==> src/rtl/instruction_decode_stage.sv <==
// Decode stage: register file with write-back bypass, branch resolution,
// wrong-path squash and the decode/execute pipeline register.
module instruction_decode_stage #(
  parameter int DATA_WIDTH  = 16,
  parameter int NUM_REGS    = 8,
  parameter int FLUSH_SLOTS = 1
) (
  input  logic                  clk,
  input  logic                  rst,
  input  logic [15:0]           instruction,
  input  logic                  wb_en,
  input  logic [2:0]            wb_addr,
  input  logic [DATA_WIDTH-1:0] wb_data,
  output logic                  branch_en,
  output logic [5:0]            pc_offset,
  output logic                  ex_valid,
  output logic [3:0]            ex_opcode,
  output logic [2:0]            ex_rd,
  output logic [DATA_WIDTH-1:0] ex_op_a,
  output logic [DATA_WIDTH-1:0] ex_op_b,
  output logic [DATA_WIDTH-1:0] ex_imm
);

  localparam logic [3:0] OP_NOP   = 4'b0000;
  localparam logic [3:0] OP_ADDI  = 4'b1000;
  localparam logic [3:0] OP_RSV0  = 4'b1001;
  localparam logic [3:0] OP_LOAD  = 4'b1010;
  localparam logic [3:0] OP_STORE = 4'b1011;
  localparam logic [3:0] OP_BEQ   = 4'b1100;
  localparam logic [3:0] OP_BNE   = 4'b1101;
  localparam logic [3:0] OP_JMP   = 4'b1110;

  localparam logic [1:0] FLUSH_LD = 2'(FLUSH_SLOTS);

  typedef struct packed {
    logic                  valid;
    logic [3:0]            opcode;
    logic [2:0]            rd;
    logic [DATA_WIDTH-1:0] op_a;
    logic [DATA_WIDTH-1:0] op_b;
    logic [DATA_WIDTH-1:0] imm;
  } id_ex_t;

  logic [DATA_WIDTH-1:0] rf [NUM_REGS];
  logic [1:0]            flush_cnt;
  id_ex_t                id_ex_q;
  id_ex_t                id_ex_d;

  logic [3:0]            op;
  logic [2:0]            fa;
  logic [2:0]            fb;
  logic [2:0]            fc;
  logic [5:0]            imm6;
  logic [DATA_WIDTH-1:0] sext;

  assign op   = instruction[15:12];
  assign fa   = instruction[11:9];
  assign fb   = instruction[8:6];
  assign fc   = instruction[5:3];
  assign imm6 = instruction[5:0];
  assign sext = {{(DATA_WIDTH-6){imm6[5]}}, imm6};

  logic is_alu;
  logic is_imm;
  logic is_st;
  logic is_br;
  logic squash;

  assign is_alu = (op != OP_NOP) && !op[3];
  assign is_imm = (op == OP_ADDI) || (op == OP_LOAD);
  assign is_st  = (op == OP_STORE);
  assign is_br  = (op == OP_BEQ) || (op == OP_BNE) || (op == OP_JMP);
  assign squash = rst || (flush_cnt != 2'd0);

  logic [2:0]            ra_a;
  logic [2:0]            ra_b;
  logic [DATA_WIDTH-1:0] rd_a;
  logic [DATA_WIDTH-1:0] rd_b;

  // Read-port address steering by instruction class
  always_comb begin
    ra_a = fb;
    ra_b = fc;
    unique case (1'b1)
      is_st:   ra_b = fa;
      is_br: begin
        ra_a = fa;
        ra_b = fb;
      end
      default: ;
    endcase
  end

  // Same-cycle write-back wins over the stored value
  always_comb begin
    rd_a = rf[ra_a];
    rd_b = rf[ra_b];
    if (wb_en && (wb_addr == ra_a)) rd_a = wb_data;
    if (wb_en && (wb_addr == ra_b)) rd_b = wb_data;
  end

  logic cond;

  always_comb begin
    cond = 1'b0;
    unique case (op)
      OP_BEQ:  cond = (rd_a == rd_b);
      OP_BNE:  cond = (rd_a != rd_b);
      OP_JMP:  cond = 1'b1;
      default: cond = 1'b0;
    endcase
  end

  assign branch_en = !squash && is_br && cond;
  assign pc_offset = imm6;

  always_comb begin
    id_ex_d = '0;
    if (!squash) begin
      unique case (1'b1)
        is_alu: begin
          id_ex_d.op_a = rd_a;
          id_ex_d.op_b = rd_b;
        end
        is_imm: begin
          id_ex_d.op_a = rd_a;
          id_ex_d.op_b = sext;
        end
        is_st: begin
          id_ex_d.op_a = rd_a;
          id_ex_d.op_b = rd_b;
        end
        is_br: begin
          id_ex_d.op_a = rd_a;
          id_ex_d.op_b = rd_b;
        end
        default: ;
      endcase
      if (is_alu || is_imm || is_st || is_br) begin
        id_ex_d.valid  = 1'b1;
        id_ex_d.opcode = op;
        id_ex_d.rd     = fa;
        id_ex_d.imm    = sext;
      end else begin
        id_ex_d.op_a = '0;
        id_ex_d.op_b = '0;
      end
    end
  end

  always_ff @(posedge clk) begin
    if (rst) begin
      for (int i = 0; i < NUM_REGS; i++) rf[i] <= '0;
    end else if (wb_en) begin
      rf[wb_addr] <= wb_data;
    end
  end

  always_ff @(posedge clk) begin
    if (rst) begin
      flush_cnt <= 2'd0;
    end else if (branch_en) begin
      flush_cnt <= FLUSH_LD;
    end else if (flush_cnt != 2'd0) begin
      flush_cnt <= flush_cnt - 2'd1;
    end
  end

  always_ff @(posedge clk) begin
    if (rst) id_ex_q <= '0;
    else     id_ex_q <= id_ex_d;
  end

  assign ex_valid  = id_ex_q.valid;
  assign ex_opcode = id_ex_q.opcode;
  assign ex_rd     = id_ex_q.rd;
  assign ex_op_a   = id_ex_q.op_a;
  assign ex_op_b   = id_ex_q.op_b;
  assign ex_imm    = id_ex_q.imm;

  logic unused;
  assign unused = (OP_RSV0 == 4'b1001);

endmodule

==> config.mk <==
export PLATFORM = sky130hd
export DESIGN_NAME = instruction_decode_stage
export DESIGN_NICKNAME = d
export VERILOG_FILES = /design/src/rtl/instruction_decode_stage.sv
export SDC_FILE = /design/constraint.sdc
export NUM_CORES = 1
export LEC_CHECK = 0
export BUFFER_PORTS_ARGS = -buffer_cell sky130_fd_sc_hd__buf_4
export CAP_MARGIN = 10
export CORE_MARGIN = 5
export CORE_UTILIZATION = 47
export DETAILED_ROUTE_END_ITERATION = 6
export PLACE_DENSITY = 0.66
export SKIP_LAST_GASP = 1
export SYNTH_ARGS = -nofsm -noshare
export SYNTH_HDL_FRONTEND = slang
export SYNTH_SLANG_ARGS = --single-unit
==> constraint.sdc <==
create_clock -name clk -period 9.75 [get_ports clk]
set_input_delay 1.4625 -clock clk [delete_from_list [all_inputs] [get_ports clk]]
set_output_delay 1.4625 -clock clk [all_outputs]
set_load 0.01 [all_outputs]
==> reports/qor.csv, run 1 <==
metric,value,unit
hold_buf cts,0,
IO Pins,101,
ANT cells,0,
via count,8527,
CP endpoint,branch_en,
setup ws final,2.016,ns
most numerous cell in the Yosys netlist,and2_1,
die height,158.0,µm
gpl congestion,0.9132,
Slew Limit Fails,0,
GR Overflow Total,0,
H-tree depth,4,
Sink Count,176,
Clock Tree Buf Depth,2,
Crit Path Category,in -> out,
Initial Util,47.47,%
GRT Total Usage,25.78,%
DRC violations left,0,
Mapped Nets,1068,
cells on worst reg2reg path,12,
CTS Buf Count,17,
Synthesis Warnings,0,
CTS root buffer,clkbuf_16,
final hold viol count,0,
ranking of synthesized cells by area,"edfxtp_1, dfxtp_1, and2_1",
startpoint types,primary input,
"Setup Fix Bufs, Post-CTS",0,
Synth Cell Area,10300,µm²
clock-pin slew on the worst setup and hold paths,0.07,ns
Final Setup Violations,0,
pwr/cell area,181.3,nW/µm²
VDD IR max,0.00008726,V
first-pass GRT wire length,48.29,mm
sequential share of the synthesized area,46.66,%
top cell type's share of synthesized area,37.33,%
FF-to-FF End,flush_cnt[1],
Yosys top cell by area,edfxtp_1,
status,completed,
worst skew pair latency,0.43,ns
Clock Skew,0.009403,ns
R2R setup slack,6.73,ns
antenna violations before repair,1,
largest net degree at the start of global routing,60,
"antenna viol nets, final",0,
layout cell share with drive strength beyond 1,18.46,%
Post-synth ARST share,0,%
crit path from,instruction[15],
1st-pass router iterations,5,
"EDFF count, synth",128,
"Primary FF master, synth",edfxtp_1,
Hold WC Path Type,reg -> reg,
number of global-route vias before repair,7898,
Core ar.,21690,µm²
Final Core Density,53.42,%
Tmin final,7.734,ns
Worst Path Required,8.29,ns
Worst Path Max Fanout,50,
Slew HR,11.10,%
"Period Utilization, post-route",79.32,%
Commonest cells post-synth,"and2_1, edfxtp_1, inv_1, a211oi_1",
Buffers on Ports,100,
Post-DP Area,11010,µm²
leak pwr,4.421,nW
Max Clk Rate,129.3,MHz
routed wire length,32.48,mm
final net count,1104,
number of synthesized register bits,176,
Reg-to-Reg Start,rf[1][0],
post-synth cell types,74,
Initial DRC Count,1036,
# fillers,1897,
Die Wd,158.0,µm
Crit path arrival time,6.27,ns
per-cell routed wire length,23.91,µm
post-DP HPWL,21.58,mm
Worst-Margin Slew,1.322,ns
RSZ-0062 raised after global routing,false,
vias per cell,6.279,
setup TNS,0,ns
max cap viols,0,
element type at the critical path end,output port,
Final Cell Area,11580,µm²
die area,24970,µm²
pre-CTS setup slack,1.868,ns
"Avg Cell Area, Syn",10.01,µm²
P&R area growth vs syn,12.52,%
Mapped Cells,1029,
Rows,54,
CTS tree,yes,
post-cts sizing count,0,
## metrics by stage
step	hold slack (ns)	power [mW]	std cells
after detailed placement	0.5213	1.452	1325
after global placement	0.5276	1.449	1325
final	0.5255	2.100	1358
after CTS	0.5382	2.099	1357
after global routing	0.5640	2.190	1358
after floorplan	0.4876	1.257	1029
## placed cells by master (no fill, tap or decap), types with 5 or more instances in the layout
cell type  instances
a311oi_1          22
nor4_2             5
xnor2_1           12
xor2_1            10
or3_1              7
nand2_1           48
nor3_1            21
dfxtp_1           48
a211oi_1          50
mux2i_1           37
o22a_1             7
o22ai_1           17
nand3_1           20
nor2_1            39
a2111oi_0         37
mux2_2            14
nor4_1            11
or2_2              8
a2111oi_1          8
and2_1           130
inv_1             58
buf_4            124
a21o_1            14
clkbuf_16         19
o2111ai_1          5
o21ai_0           43
a21oi_1           40
and3_1             9
edfxtp_1         128
## layer usage
metal	share of wire [%]	vias up	GRT usage (%)
li1	-	3891	-
met1	41	4053	35.59
met2	44	500	39.20
met3	11	83	5.741
met4	3.9	0	11.17
met5	0	-	0
## where the power goes
group / leakage, nW / switching (mW) / total [mW] / internal, mW
Clock: 0.272 / 0.296 / 0.655 / 0.359
Combinational: 2.53 / 0.323 / 0.531 / 0.207
Sequential: 1.62 / 0.0332 / 0.915 / 0.882
## flip-flops by register name (all words and copies together) (netlist names)
register,flops
ex_imm,6
ex_op_a,16
ex_op_b,16
ex_opcode,4
ex_rd,3
ex_valid,1
flush_cnt,2
rf,128
## how the worst min path moves through the flow
stage,startpoint,endpoint,cells after the start
floorplan,flush_cnt[1],flush_cnt[1],2
global placement,flush_cnt[1],flush_cnt[1],2
detailed placement,flush_cnt[1],flush_cnt[1],2
CTS,flush_cnt[1],flush_cnt[1],2
global route,flush_cnt[1],flush_cnt[1],2
finish,flush_cnt[1],flush_cnt[1],2
## cells by family after synthesis
group                    Yosys count  synth area share (%)
flip-flops                       176                 46.66
adder cells (fa/ha/maj)            2                0.2187
buffers and inverters            168                 7.899
multiplexers                      52                 5.262
XOR/XNOR                          23                 2.029
AND/OR/NAND/NOR                  324                 17.74
AO/OA/AOI/OAI                    284                 20.18
## area by class of cell
class | instances | area, µm² | area share (%)
well taps | 280 | 350.3 | 3.024
flip-flops and latches | 176 | 4805 | 41.47
multi-input cells | 685 | 4703 | 40.60
repair buffers | 125 | 942.2 | 8.133
inverters | 60 | 225.2 | 1.944
clock inverters | 10 | 72.57 | 0.6264
clock buffers | 22 | 486.7 | 4.201
## worst max-delay path, cell delays in order
cell	delay, ns
buf_4	0.46
nand2_2	0.27
o21ai_4	0.71
nand2_1	0.49
xor2_1	0.45
or2_1	0.70
mux2_2	0.43
xor2_1	0.17
nand4_1	0.23
nor4_2	0.20
a41oi_1	0.17
mux2i_1	0.27
inv_2	0.07
buf_4	0.15
No activity file was read; power rests on OpenSTA's default activity.
==> inputs of run 2 (changes only) <==
==> constraint.sdc (replaced) <==
create_clock -name clk -period 7.2 [get_ports clk]
set_input_delay 1.08 -clock clk [delete_from_list [all_inputs] [get_ports clk]]
set_output_delay 1.08 -clock clk [all_outputs]
set_load 0.01 [all_outputs]
==> reports/qor.csv, run 2 (synthesized netlist as in run 1, its figures left out) <==
metric,value,unit
status,finished with violations,
failing checks,design-rule violations,
H-tree depth,4,
Clock Tree Buf Depth,2,
Hold Startpoint,flush_cnt[1],
"Period Utilization, post-route",90.56,%
Hold Path Stages,2,
final net count,1112,
element type at the critical path end,output port,
RSZ-0062 raised after global routing,false,
cells on worst reg2reg path,12,
ANT cells,0,
per-cell routed wire length,24.59,µm
"most common cell after layout, fill and taps aside",buf_4,
leak pwr,4.470,nW
clock-pin slew on the worst setup and hold paths,0.07,ns
Crit Path Category,in -> out,
startpoint types,primary input,
Hold Path End,flush_cnt[1],
FF-to-FF End,flush_cnt[1],
DRC violations left,12,
setup TNS,0,ns
CTS Buf Count,17,
via count,8677,
Rows,54,
"antenna viol nets, final",0,
"Setup Fix Bufs, Post-CTS",0,
final hold viol count,0,
Die Wd,158.0,µm
Clock Skew,0.01344,ns
Final Setup Violations,0,
Hold WC Path Type,reg -> reg,
Worst-Margin Slew,0.8863,ns
Initial Util,47.47,%
Largest Register,rf,
first-pass GRT wire length,50.43,mm
P&R area growth vs syn,13.44,%
GR Overflow Total,0,
antenna violations before repair,0,
Max Clk Rate,153.4,MHz
CTS tree,yes,
largest net degree at the start of global routing,60,
1st-pass router iterations,7,
Slew HR,39.38,%
max reg flops,128,
Worst Path Required,6.12,ns
pwr/cell area,251.0,nW/µm²
Buffers on Ports,100,
Worst Path Max Fanout,50,
die height,158.0,µm
vias per cell,6.352,
worst skew pair latency,0.45,ns
post-cts sizing count,0,
VDD IR max,0.0001296,V
post-DP HPWL,22.27,mm
CTS root buffer,clkbuf_16,
max cap viols,0,
Reg-to-Reg Start,rf[1][10],
crit path from,instruction[15],
number of global-route vias before repair,8278,
Initial DRC Count,1030,
Sink Count,176,
Tmin final,6.520,ns
R2R setup slack,4.10,ns
Core ar.,21690,µm²
gpl congestion,0.9093,
IO Pins,101,
routed wire length,33.59,mm
GRT Total Usage,26.78,%
most frequent cells in the layout,"buf_4, and2_1, edfxtp_1",
Slew Limit Fails,0,
die area,24970,µm²
layout cell share with drive strength beyond 1,19.34,%
Crit path arrival time,5.44,ns
hold_buf cts,0,
Final Core Density,53.85,%
==> run 2: layout make-up <==
| cell class | count | area, µm² |
|---|---|---|
| clock buffer | 17 | 425.4 |
| clock inverter | 15 | 172.7 |
| fill | 1918 | 10010 |
| inverter | 60 | 225.2 |
| multi-input combinational | 685 | 4703 |
| sequential | 176 | 4805 |
| tap | 280 | 350.3 |
| timing repair buffer | 133 | 998.5 |
==> run 2: how the worst max path moves through the flow <==
stage | cells after the start | end | slack, ns
floorplan | 14 | branch_en | 2.21
global placement | 15 | branch_en | 0.89
detailed placement | 15 | branch_en | 0.85
CTS | 15 | branch_en | 0.78
global route | 15 | branch_en | 0.42
finish | 15 | branch_en | 0.68
==> run 2: worst max-delay path: stages <==
cell and delay [ns]:
buf_4 0.46, and2_1 0.40, a21o_1 0.24, o22a_1 0.43, buf_4 0.34, xnor2_1 0.17
and4_1 0.77, nand2_1 0.27, o21ai_0 0.17, o22ai_1 0.11, a311oi_1 0.27, a41oi_1 0.19
mux2i_1 0.29, inv_2 0.07, buf_4 0.15
==> run 2: metrics by stage <==
stage	power, mW	hold WS (ns)	area [µm²]	setup slack [ns]	std cells
after floorplan	1.703	0.4876	10300	2.210	1029
after global placement	1.974	0.5581	11080	0.8863	1334
after detailed placement	1.980	0.5599	11080	0.8485	1334
after CTS	2.930	0.5773	11680	0.7790	1366
after global routing	3.048	0.6154	11680	0.4187	1366
final	2.931	0.5643	11680	0.6795	1366
==> run 2: power by group <==
| group | total (mW) | internal (mW) | switching (mW) |
|---|---|---|---|
| Clock | 0.960 | 0.497 | 0.463 |
| Sequential | 1.24 | 1.19 | 0.0449 |
| Combinational | 0.733 | 0.286 | 0.447 |
==> run 2: routing by layer <==
layer  vias to the layer above  part of all wire, %  track usage, %
li1                       3909                    -               -
met1                      4092                   41           36.89
met2                       586                   44           41.04
met3                        90                   12           6.342
met4                         0                  3.8           10.52
met5                         -                    0               0
==> inputs of run 3 (changes only) <==
--- a/config.mk
+++ b/config.mk
@@ -11,6 +11,7 @@
 export CORE_UTILIZATION = 47
 export DETAILED_ROUTE_END_ITERATION = 6
 export PLACE_DENSITY = 0.66
+export RECOVER_POWER = 50
 export SKIP_LAST_GASP = 1
 export SYNTH_ARGS = -nofsm -noshare
 export SYNTH_HDL_FRONTEND = slang
==> reports/qor.csv, run 3 (synthesized netlist as in run 1, its figures left out) <==
metric,value,unit
setup TNS,0,ns
DRC violations left,0,
Worst path most repeated cell,buf_4,
first-pass GRT wire length,50.43,mm
Hold Startpoint,flush_cnt[1],
pre-CTS setup slack,0.8485,ns
post-DP HPWL,22.27,mm
crit path from,instruction[15],
setup ws final,0.7083,ns
clock-pin slew on the worst setup and hold paths,0.07,ns
CTS tree,yes,
Sink Count,176,
Core ar.,21690,µm²
worst skew pair latency,0.46,ns
Rows,54,
Hold WS,0.5637,ns
Worst Path Max Fanout,50,
Crit path arrival time,5.41,ns
GRT Total Usage,26.78,%
Non-Filler Instances,1366,
Worst Path Required,6.12,ns
P&R area growth vs syn,10.93,%
Post-DP Area,11080,µm²
Reg-to-Reg Start,rf[1][10],
Final Core Density,52.66,%
Final Setup Violations,0,
status,finished with violations,
max cap viols,1,
per-cell routed wire length,24.69,µm
post-cts sizing count,0,
CP cell instances,buf_4 -> and2_1 -> a21o_1 -> o22a_1 -> buf_4 -> xnor2_1 -> and4_1 -> nor3_1 -> a21oi_1 -> xnor2_1 -> nor4_2 -> a41oi_1 -> mux2i_1 -> inv_2 -> buf_4,
VDD IR max,0.0001324,V
Clock Skew,0.01663,ns
die area,24970,µm²
antenna violations before repair,0,
largest net degree at the start of global routing,60,
most frequent cells in the layout,"edfxtp_1, and2_1, clkbuf_1",
Critical Path Slowest Stage Cell,and4_1,
Design Power,2.886,mW
pwr/cell area,252.7,nW/µm²
Tmin final,6.492,ns
"Setup Fix Bufs, Post-CTS",0,
startpoint types,primary input,
Initial Util,47.47,%
Clock Tree Buf Depth,2,
Max Clk Rate,154.0,MHz
"antenna viol nets, final",0,
die height,158.0,µm
Crit Path Category,in -> out,
gpl congestion,0.9093,
element type at the critical path end,output port,
"most common cell after layout, fill and taps aside",edfxtp_1,
Hold Path Stages,2,
# placed instances,1334,
IO Pins,101,
1st-pass router iterations,5,
Hold WC Path Type,reg -> reg,
CTS root buffer,clkbuf_16,
number of global-route vias before repair,8278,
Worst-Margin Slew,1.563,ns
"Period Utilization, post-route",90.16,%
CTS Buf Count,17,
leak pwr,4.132,nW
Buffers on Ports,100,
routed wire length,33.73,mm
RSZ-0062 raised after global routing,false,
Initial DRC Count,1012,
Slew HR,-4.212,%
critical path's largest stage delay,0.77,ns
Die Wd,158.0,µm
final net count,1112,
H-tree depth,4,
GR Overflow Total,0,
layout cell share with drive strength beyond 1,12.89,%
Slew Limit Fails,17,
Largest Register,rf,
Final Cell Area,11420,µm²
ANT cells,0,
hold_buf cts,0,
vias per cell,6.368,
final hold viol count,0,
failing checks,"max-capacitance violations, max-slew violations",
# fillers,1988,
max reg flops,128,
via count,8699,
cells on worst reg2reg path,12,
==> run 3: cell count changes in the layout (fill, tap and decap cells not counted), sizes merged <==
cell,previous run,this run
clkbuf,17,86
buf,133,64
==> run 3: path summary, 6_finish.rpt <==
| path | end | slack [ns] |
|---|---|---|
| max | branch_en | 0.71 |
| min | flush_cnt[1] | 0.56 |
| max reg2reg | flush_cnt[1] | 4.09 |
| min reg2reg | flush_cnt[1] | 0.56 |
==> run 3: where the power goes <==
group	switching, mW	internal, mW	leakage, nW
clock	0.472	0.497	0.286
sequential	0.0432	1.19	1.62
combinational	0.448	0.234	2.22
total	0.963	1.92	4.13
==> run 3: critical path: cells and delay by family <==
kind	cells	cell delay [ns]
buffers and inverters	4	1.01
XOR/XNOR	2	0.37
AND/OR/NAND/NOR	4	1.38
multiplexers	1	0.32
AO/OA/AOI/OAI	4	1.22
==> run 3: final cells by class <==
class                      instances  area [µm²]  area share [%]
clock buffer                      17       425.4           3.725
clock inverter                    15       172.7           1.512
inverter                          60       225.2           1.972
multi-input combinational        685        4703           41.18
sequential                       176        4805           42.07
tap                              280       350.3           3.067
timing repair buffer             133       739.5           6.475
==> run 3: metal layers <==
layer  track usage (%)  share of wire, %
met1             36.89                40
met2             41.04                44
met3             6.342                12
met4             10.52               3.9
met5                 0                 0
